<file path="config.mk">
export PLATFORM = sky130hd
export DESIGN_NAME = zpower_sequencer
export DESIGN_NICKNAME = d
export VERILOG_FILES = /design/src/rtl/zpower_pkg.sv /design/src/rtl/zpower_pg_debounce.sv /design/src/rtl/zpower_sequencer.sv
export SDC_FILE = /design/constraint.sdc
export NUM_CORES = 1
export LEC_CHECK = 0
export CORE_MARGIN = 8
export CORE_UTILIZATION = 54
export DETAILED_ROUTE_END_ITERATION = 7
export GPL_TIMING_DRIVEN = 0
export MAX_ROUTING_LAYER = met4
export PLACE_DENSITY = 0.8
export SLEW_MARGIN = 20
export SYNTH_ARGS = -nofsm -noshare
export SYNTH_HDL_FRONTEND = slang
export SYNTH_HIERARCHICAL = 1
export SYNTH_SLANG_ARGS = --single-unit
</file>
<file path="constraint.sdc">
create_clock -name iClk -period 2.1 [get_ports iClk]
set_input_delay 0.21 -clock iClk [delete_from_list [all_inputs] [get_ports iClk]]
set_output_delay 0.21 -clock iClk [all_outputs]
set_load 0.05 [all_outputs]
</file>
<file path="src/rtl/zpower_pkg.sv">
// Shared types and defaults for the rail power sequencer.
package zpower_pkg;

    typedef enum logic [2:0] {
        ST_OFF    = 3'd0,
        ST_RAMP   = 3'd1,
        ST_SETTLE = 3'd2,
        ST_ON     = 3'd3,
        ST_DOWN   = 3'd4,
        ST_FAULT  = 3'd5
    } zpower_state_e;

    // Default cycle counts, also reported through the debug/status register map.
    localparam int unsigned NUM_RAILS_DEF    = 4;
    localparam int unsigned DEBOUNCE_CYC_DEF = 16;
    localparam int unsigned TIMEOUT_CYC_DEF  = 100000;
    localparam int unsigned SETTLE_CYC_DEF   = 1000;

    function automatic int unsigned zp_max(input int unsigned a, input int unsigned b);
        return (a > b) ? a : b;
    endfunction

endpackage

</file>
<file path="src/rtl/zpower_pg_debounce.sv">
// One rail's power-good path: 2-FF synchroniser followed by a stability filter.
module zpower_pg_debounce
    import zpower_pkg::*;
#(
    parameter int unsigned DEBOUNCE_CYC = DEBOUNCE_CYC_DEF
) (
    input  logic iClk,
    input  logic iRst_N,
    input  logic iPg,
    output logic oPgf
);

    localparam int unsigned DB_W = (DEBOUNCE_CYC > 1) ? $clog2(DEBOUNCE_CYC) : 1;
    localparam logic [DB_W-1:0] DB_LAST = DB_W'(DEBOUNCE_CYC - 1);

    logic            sync1_q, sync2_q;
    logic            pgf_q, pgf_d;
    logic [DB_W-1:0] db_cnt_q, db_cnt_d;

    // Counter only runs while the synced value disagrees with the filtered one;
    // a return to agreement is the only possible "change" for one bit.
    always_comb begin
        pgf_d    = pgf_q;
        db_cnt_d = '0;
        if (sync2_q != pgf_q) begin
            if (db_cnt_q >= DB_LAST) begin
                pgf_d = sync2_q;
            end else begin
                db_cnt_d = db_cnt_q + 1'b1;
            end
        end
    end

    always_ff @(posedge iClk or negedge iRst_N) begin
        if (!iRst_N) begin
            sync1_q  <= 1'b0;
            sync2_q  <= 1'b0;
            pgf_q    <= 1'b0;
            db_cnt_q <= '0;
        end else begin
            sync1_q  <= iPg;
            sync2_q  <= sync1_q;
            pgf_q    <= pgf_d;
            db_cnt_q <= db_cnt_d;
        end
    end

    assign oPgf = pgf_q;

endmodule

</file>
<file path="src/rtl/zpower_sequencer.sv">
// Rail enable sequencer: ramps rails in order against filtered power-good,
// holds them, and drops them in reverse on stop or all at once on fault.
//
//  state  | meaning
//  OFF    | all rails off, waiting for iStart
//  RAMP   | enabling rail idx, waiting for its PG (timeout-checked)
//  SETTLE | all PGs seen, waiting SETTLE_CYC before reporting ok
//  ON     | all rails up, oPwrOk asserted, watching for PG loss
//  DOWN   | turning rails off highest-first, SETTLE_CYC apart
//  FAULT  | all rails off, sticky fault until iStart drops
module zpower_sequencer
    import zpower_pkg::*;
#(
    parameter int unsigned NUM_RAILS    = NUM_RAILS_DEF,
    parameter int unsigned DEBOUNCE_CYC = DEBOUNCE_CYC_DEF,
    parameter int unsigned TIMEOUT_CYC  = TIMEOUT_CYC_DEF,
    parameter int unsigned SETTLE_CYC   = SETTLE_CYC_DEF,
    localparam int unsigned IDX_W = (NUM_RAILS > 1) ? $clog2(NUM_RAILS) : 1
) (
    input  logic                 iClk,
    input  logic                 iRst_N,
    input  logic                 iStart,
    input  logic [NUM_RAILS-1:0] iPG,
    output logic [NUM_RAILS-1:0] oEn,
    output logic                 oPwrOk,
    output logic                 oFault,
    output logic [IDX_W-1:0]     oFaultRail,
    output logic [2:0]           oState
);

    localparam int unsigned CNT_W = $clog2(zp_max(TIMEOUT_CYC, SETTLE_CYC));
    localparam logic [CNT_W-1:0] TO_LAST     = CNT_W'(TIMEOUT_CYC - 1);
    localparam logic [CNT_W-1:0] SETTLE_LAST = CNT_W'(SETTLE_CYC - 1);
    localparam logic [IDX_W-1:0] IDX_LAST    = IDX_W'(NUM_RAILS - 1);

    zpower_state_e        state_q, state_d;
    logic [IDX_W-1:0]     idx_q, idx_d;
    logic [CNT_W-1:0]     cnt_q, cnt_d, cnt_sat;
    logic [NUM_RAILS-1:0] en_q, en_d;
    logic                 pwr_ok_q, pwr_ok_d;
    logic                 fault_q, fault_d;
    logic [IDX_W-1:0]     fault_rail_q, fault_rail_d;

    logic [NUM_RAILS-1:0] pgf;
    logic [NUM_RAILS-1:0] below_idx;
    logic [NUM_RAILS-1:0] ramp_drop, all_drop;

    for (genvar g = 0; g < NUM_RAILS; g++) begin : g_pg
        zpower_pg_debounce #(
            .DEBOUNCE_CYC(DEBOUNCE_CYC)
        ) u_pg_debounce (
            .iClk  (iClk),
            .iRst_N(iRst_N),
            .iPg   (iPG[g]),
            .oPgf  (pgf[g])
        );
    end

    function automatic logic [IDX_W-1:0] lowest_idx(input logic [NUM_RAILS-1:0] m);
        lowest_idx = '0;
        for (int k = NUM_RAILS - 1; k >= 0; k--) begin
            if (m[k]) lowest_idx = IDX_W'(k);
        end
    endfunction

    always_comb begin
        below_idx = '0;
        for (int j = 0; j < NUM_RAILS; j++) begin
            below_idx[j] = (IDX_W'(j) < idx_q);
        end
    end

    // While ramping only rails whose PG was already seen may collapse.
    assign ramp_drop = ~pgf & below_idx;
    assign all_drop  = ~pgf;
    assign cnt_sat   = (cnt_q == {CNT_W{1'b1}}) ? cnt_q : cnt_q + 1'b1;

    always_comb begin
        state_d      = state_q;
        idx_d        = idx_q;
        cnt_d        = cnt_q;
        en_d         = en_q;
        fault_d      = fault_q;
        fault_rail_d = fault_rail_q;

        case (state_q)
            ST_OFF: begin
                en_d = '0;
                if (iStart) begin
                    state_d = ST_RAMP;
                    idx_d   = '0;
                    cnt_d   = '0;
                    en_d    = NUM_RAILS'(1);
                end
            end
            ST_RAMP: begin
                cnt_d = cnt_sat;
                if (|ramp_drop) begin
                    state_d      = ST_FAULT;
                    en_d         = '0;
                    cnt_d        = '0;
                    fault_d      = 1'b1;
                    fault_rail_d = lowest_idx(ramp_drop);
                end else if (!pgf[idx_q] && (cnt_q >= TO_LAST)) begin
                    state_d      = ST_FAULT;
                    en_d         = '0;
                    cnt_d        = '0;
                    fault_d      = 1'b1;
                    fault_rail_d = idx_q;
                end else if (!iStart) begin
                    state_d = ST_DOWN;
                    cnt_d   = '0;
                    en_d    = en_q >> 1;
                end else if (pgf[idx_q]) begin
                    cnt_d = '0;
                    if (idx_q == IDX_LAST) begin
                        state_d = ST_SETTLE;
                    end else begin
                        idx_d = idx_q + 1'b1;
                        en_d  = (en_q << 1) | NUM_RAILS'(1);
                    end
                end
            end
            ST_SETTLE: begin
                cnt_d = cnt_sat;
                if (|all_drop) begin
                    state_d      = ST_FAULT;
                    en_d         = '0;
                    cnt_d        = '0;
                    fault_d      = 1'b1;
                    fault_rail_d = lowest_idx(all_drop);
                end else if (!iStart) begin
                    state_d = ST_DOWN;
                    cnt_d   = '0;
                    en_d    = en_q >> 1;
                end else if (cnt_q >= SETTLE_LAST) begin
                    state_d = ST_ON;
                    cnt_d   = '0;
                end
            end
            ST_ON: begin
                if (|all_drop) begin
                    state_d      = ST_FAULT;
                    en_d         = '0;
                    fault_d      = 1'b1;
                    fault_rail_d = lowest_idx(all_drop);
                end else if (!iStart) begin
                    state_d = ST_DOWN;
                    cnt_d   = '0;
                    en_d    = en_q >> 1;
                end
            end
            ST_DOWN: begin
                // Enables are a thermometer code, so a right shift drops the top rail.
                if (en_q == '0) begin
                    state_d = ST_OFF;
                    cnt_d   = '0;
                end else if (cnt_q >= SETTLE_LAST) begin
                    en_d  = en_q >> 1;
                    cnt_d = '0;
                end else begin
                    cnt_d = cnt_sat;
                end
            end
            ST_FAULT: begin
                en_d = '0;
                if (!iStart) begin
                    state_d      = ST_OFF;
                    fault_d      = 1'b0;
                    fault_rail_d = '0;
                end
            end
            default: begin
                state_d = ST_OFF;
                en_d    = '0;
                cnt_d   = '0;
            end
        endcase

        pwr_ok_d = (state_q == ST_ON) && (state_d == ST_ON);
    end

    always_ff @(posedge iClk or negedge iRst_N) begin
        if (!iRst_N) begin
            state_q      <= ST_OFF;
            idx_q        <= '0;
            cnt_q        <= '0;
            en_q         <= '0;
            pwr_ok_q     <= 1'b0;
            fault_q      <= 1'b0;
            fault_rail_q <= '0;
        end else begin
            state_q      <= state_d;
            idx_q        <= idx_d;
            cnt_q        <= cnt_d;
            en_q         <= en_d;
            pwr_ok_q     <= pwr_ok_d;
            fault_q      <= fault_d;
            fault_rail_q <= fault_rail_d;
        end
    end

    assign oEn        = en_q;
    assign oPwrOk     = pwr_ok_q;
    assign oFault     = fault_q;
    assign oFaultRail = fault_rail_q;
    assign oState     = state_q;

endmodule

</file>
==> key figures <==
Yosys
  – Top post-synthesis cells by area: dfrtp_1, xnor2_1, nor2_1, a21oi_1, nand2_1
  – Simple-gate share of the synthesized area: 0.221
  – Largest family of logic cells by synthesized area: simple AND/OR/NAND/NOR gates
  – Synth async-reset ratio: 1.00
  – Syn Nets: 324
  – Post-synthesis compound-gate area fraction: 0.164
  – Seq cells post-synth: 58
  – Synth area leader: dfrtp_1
  – Mux contribution to synthesized area: 0.0470
  – Seq/Total Area, Yosys: 0.462
  – Synthesis Warnings: 6
  – Synth top area share: 0.462
  – Syn Area/Cell: 10.1 um2
  – Post-Syn Instances: 310
  – Main synth FF type: dfrtp_1
  – Xor/xnor share of the synthesized area: 0.0474
  – Post-Synthesis Cell Area: 0.00314 mm2
  – Number of synthesized flops with an enable pin: 0
  – Fraction of the mapped netlist area in adder cells: 0.0279
  – Distinct cells, synth: 58

Route
  – Final WL: 9.21 mm
  – Vias: 2970
  – Routed WL per cell: 20.6 um
  – DR iter-0 viols: 465
  – Antenna Nets Post-Route: 0
  – Drt first pass iters: 5
  – Vias per cell: 6.64
  – DRC: 0

Worst setup path
  – R2r endpoint: oFaultRail[0]
  – R2R setup slack: -0.40 ns
  – Crit path DAT: 2.73 ns
  – Worst r2r path cells: 8
  – Reg2reg start: cnt_q[1]
  – Slowest stage delay, CP: 0.52 ns
  – Slowest-stage cell, CP: a2111oi_4
  – Crit-path cells: ha_4 > a21o_1 > a311oi_4 > a2111oi_4 > buf_4 > nor2_2 > o211ai_2 > mux2_4
  – Required time worst endpoint: 2.33 ns
  – CP Launch Type: flip-flop
  – Crit end category: flip-flop
  – Crit path max fanout: 6
  – Setup CP Type: flip-flop to flip-flop

Timing
  – Relative slew margins: 0.521
  – Clock skew: 0.00991 ns
  – Setup TNS: -5.46 ns
  – Hold Violations, Final: 0
  – Final setup fails: 28
  – Worst setup margin: -0.402 ns
  – Max Slew Vio Count: 0
  – Period utilisation layout: 1.19
  – Crit path time final: 2.50 ns
  – F_max: 400 MHz
  – Worst slew pin tran: 0.718 ns
  – RSZ-0062 raised after global routing: yes

Placed design
  – Final HPWL DP: 4.54 mm
  – PortBufs: 17
  – Routability Congestion: 0.904

Final layout
  – Most common cell after layout, fill and taps aside: dfrtp_1
  – Final #Nets: 385
  – Area Overhead vs Synth: 32.7%
  – Final Util: 0.749
  – Multi-input gate area: 0.00187 mm2
  – Register area: 0.00147 mm2
  – # diodes: 0
  – Fill count: 332
  – Layout cells sized above 1: 0.355
  – Most frequent cells in the layout: dfrtp_1, buf_4, nand2_1

Floorplanning
  – Initial Utilization: 0.564
  – I/O pins: 18
  – Chip Width: 92.3 um
  – Core Box Area: 0.00557 mm2
  – FP Rows: 27
  – Die area: 0.00852 mm2
  – Die Ht: 92.3 um

Clock network
  – Root buf cell: clkbuf_8
  – H-tree Lvls: 3
  – CTS tree: yes
  – Clock sink count: 58
  – CTS buffer count: 9
  – Worst-path clk slew: 0.06 ns
  – Clk_lat worst skew: 0.35 ns
  – Longest Clk Path Bufs: 2

Global routing
  – Global Route Usage Sum: 0.191
  – Vias in the first global route: 2637
  – Congestion Overflow GR: 0
  – Global-route wire length before repair: 12.8 mm
  – Initial antenna violation count: 0
  – Largest net degree at the start of global routing: 59

Job
  – Max-cap violation count: 0

Min path
  – Endpoint, Worst Hold: g_pg[2].u_pg_debounce/sync1_q
  – Hold crit path type: input port to flip-flop
  – Hold path depth: 1
  – Hold_sp: iPG[2]

Power
  – Power per cell area: 979 mW/mm2
  – Peak VDD IR: 695 uV
  – P_leak: 1.71 nW

Outcome
  – Status: complete, but fails checks
  – Failing checks: setup timing
## kinds of logic (layout without fill, tap and decap cells)
family | after synthesis | count (layout)
adders and majority gates | 7 | 7
muxes | 11 | 11
xor gates and xnor gates | 17 | 17
and+or+nand+nor | 124 | 124
DFF | 58 | 58
AOI/OAI and AO/OA | 74 | 74
buffers and inverters | 19 | 84
## synth_stat cells (2+ instances only)
master and instances:
dfrtp_1 58, nor2_1 28, nand2_1 24, a21oi_1 18, xnor2_1 17, o21ai_0 13
nor3_1 9, a31oi_1 8, inv_1 8, nand3_1 8, nand4_1 8, ha_1 7
nor2b_1 7, nor4_1 6, a21o_1 5, a311oi_1 5, nor3b_1 5, buf_2 4
mux2_1 4, mux2_4 4, nand3_2 4, o21ai_1 4, and3_1 3, clkbuf_1 3
nand4b_1 3, o211ai_1 3, o21a_1 3, a211o_1 2, a22oi_1 2, buf_4 2
buf_6 2, mux2i_1 2, nand2b_1 2, nand3b_1 2, nor2_2 2, o22ai_1 2
or3b_1 2
## worst max-delay path by stage
stage                   start             to  slack (ns)
floorplan           oState[2]         oEn[0]       -0.08
global placement       iRst_N      oState[0]       -1.10
detailed placement   idx_q[0]         oEn[2]       -0.33
CTS                  idx_q[1]       idx_q[0]       -0.14
global route         cnt_q[1]  oFaultRail[0]       -0.46
finish               cnt_q[1]  oFaultRail[0]       -0.40
## layout make-up
type / instances / area share
Sequential cell: 58 / 0.351
Multi-Input combinational cell: 233 / 0.448
Timing Repair Buffer: 54 / 0.116
Clock inverter: 3 / 0.00960
Tap cell: 72 / 0.0216
Clock buffer: 12 / 0.0348
Inverter: 8 / 0.00720
Buffer: 7 / 0.0117
## flip-flops by register name (all words and copies together), names as in the netlist
register and flops:
g_pg.u_pg_debounce/db_cnt_q 16, g_pg.u_pg_debounce/sync2_q 4, oFault 1, oPwrOk 1, oState 3, oEn 4
cnt_q 17, oFaultRail 2, idx_q 2, g_pg.u_pg_debounce/oPgf 4, g_pg.u_pg_debounce/sync1_q 4
## critical path: cells and delay by family (launching register included)
kind                     cells  cell delay, ns
multiplexers                 1            0.33
flip-flops                   1            0.46
buffers and inverters        1            0.24
AO/OA/AOI/OAI                4            1.10
adder cells (fa/ha/maj)      1            0.20
AND/OR/NAND/NOR              1            0.05
## per-layer routing
layer  up-vias  share of wire  global-route usage
li1       1268              -                   -
met1      1419           0.38               0.230
met2       220           0.45               0.285
met3        63           0.10              0.0484
met4         0          0.063               0.115
met5         -              0                   -
## through the flow
step                      hold slack [ns]  cell area, um2  cells  power (W)  setup slack [ns]
after floorplan                   -0.0856            3200    310    0.00214           -0.0812
after global placement              0.334            3460    399    0.00242             -1.10
after detailed placement            0.317            3450    399    0.00244            -0.331
after CTS                           0.293            3930    430    0.00376            -0.141
after global routing                0.305            4170    447    0.00424            -0.464
final                               0.301            4170    447    0.00408            -0.402
## power by group
group          leakage (nW)  internal, W  switching, W
Clock                0.0962     0.000570      0.000427
Combinational         0.859     0.000776      0.000964
Sequential            0.755      0.00121      0.000133
## what timing repair did
action,4_1_cts,5_1_grt
buffers inserted,16,20
endpoints found under the setup margin,26,28
gates resized for setup,42,36
gates cloned,1,0
pin swaps,22,15
hold endpoints to repair,58,0
hold buffers,1,0
No activity file was read; power rests on OpenSTA's default activity.
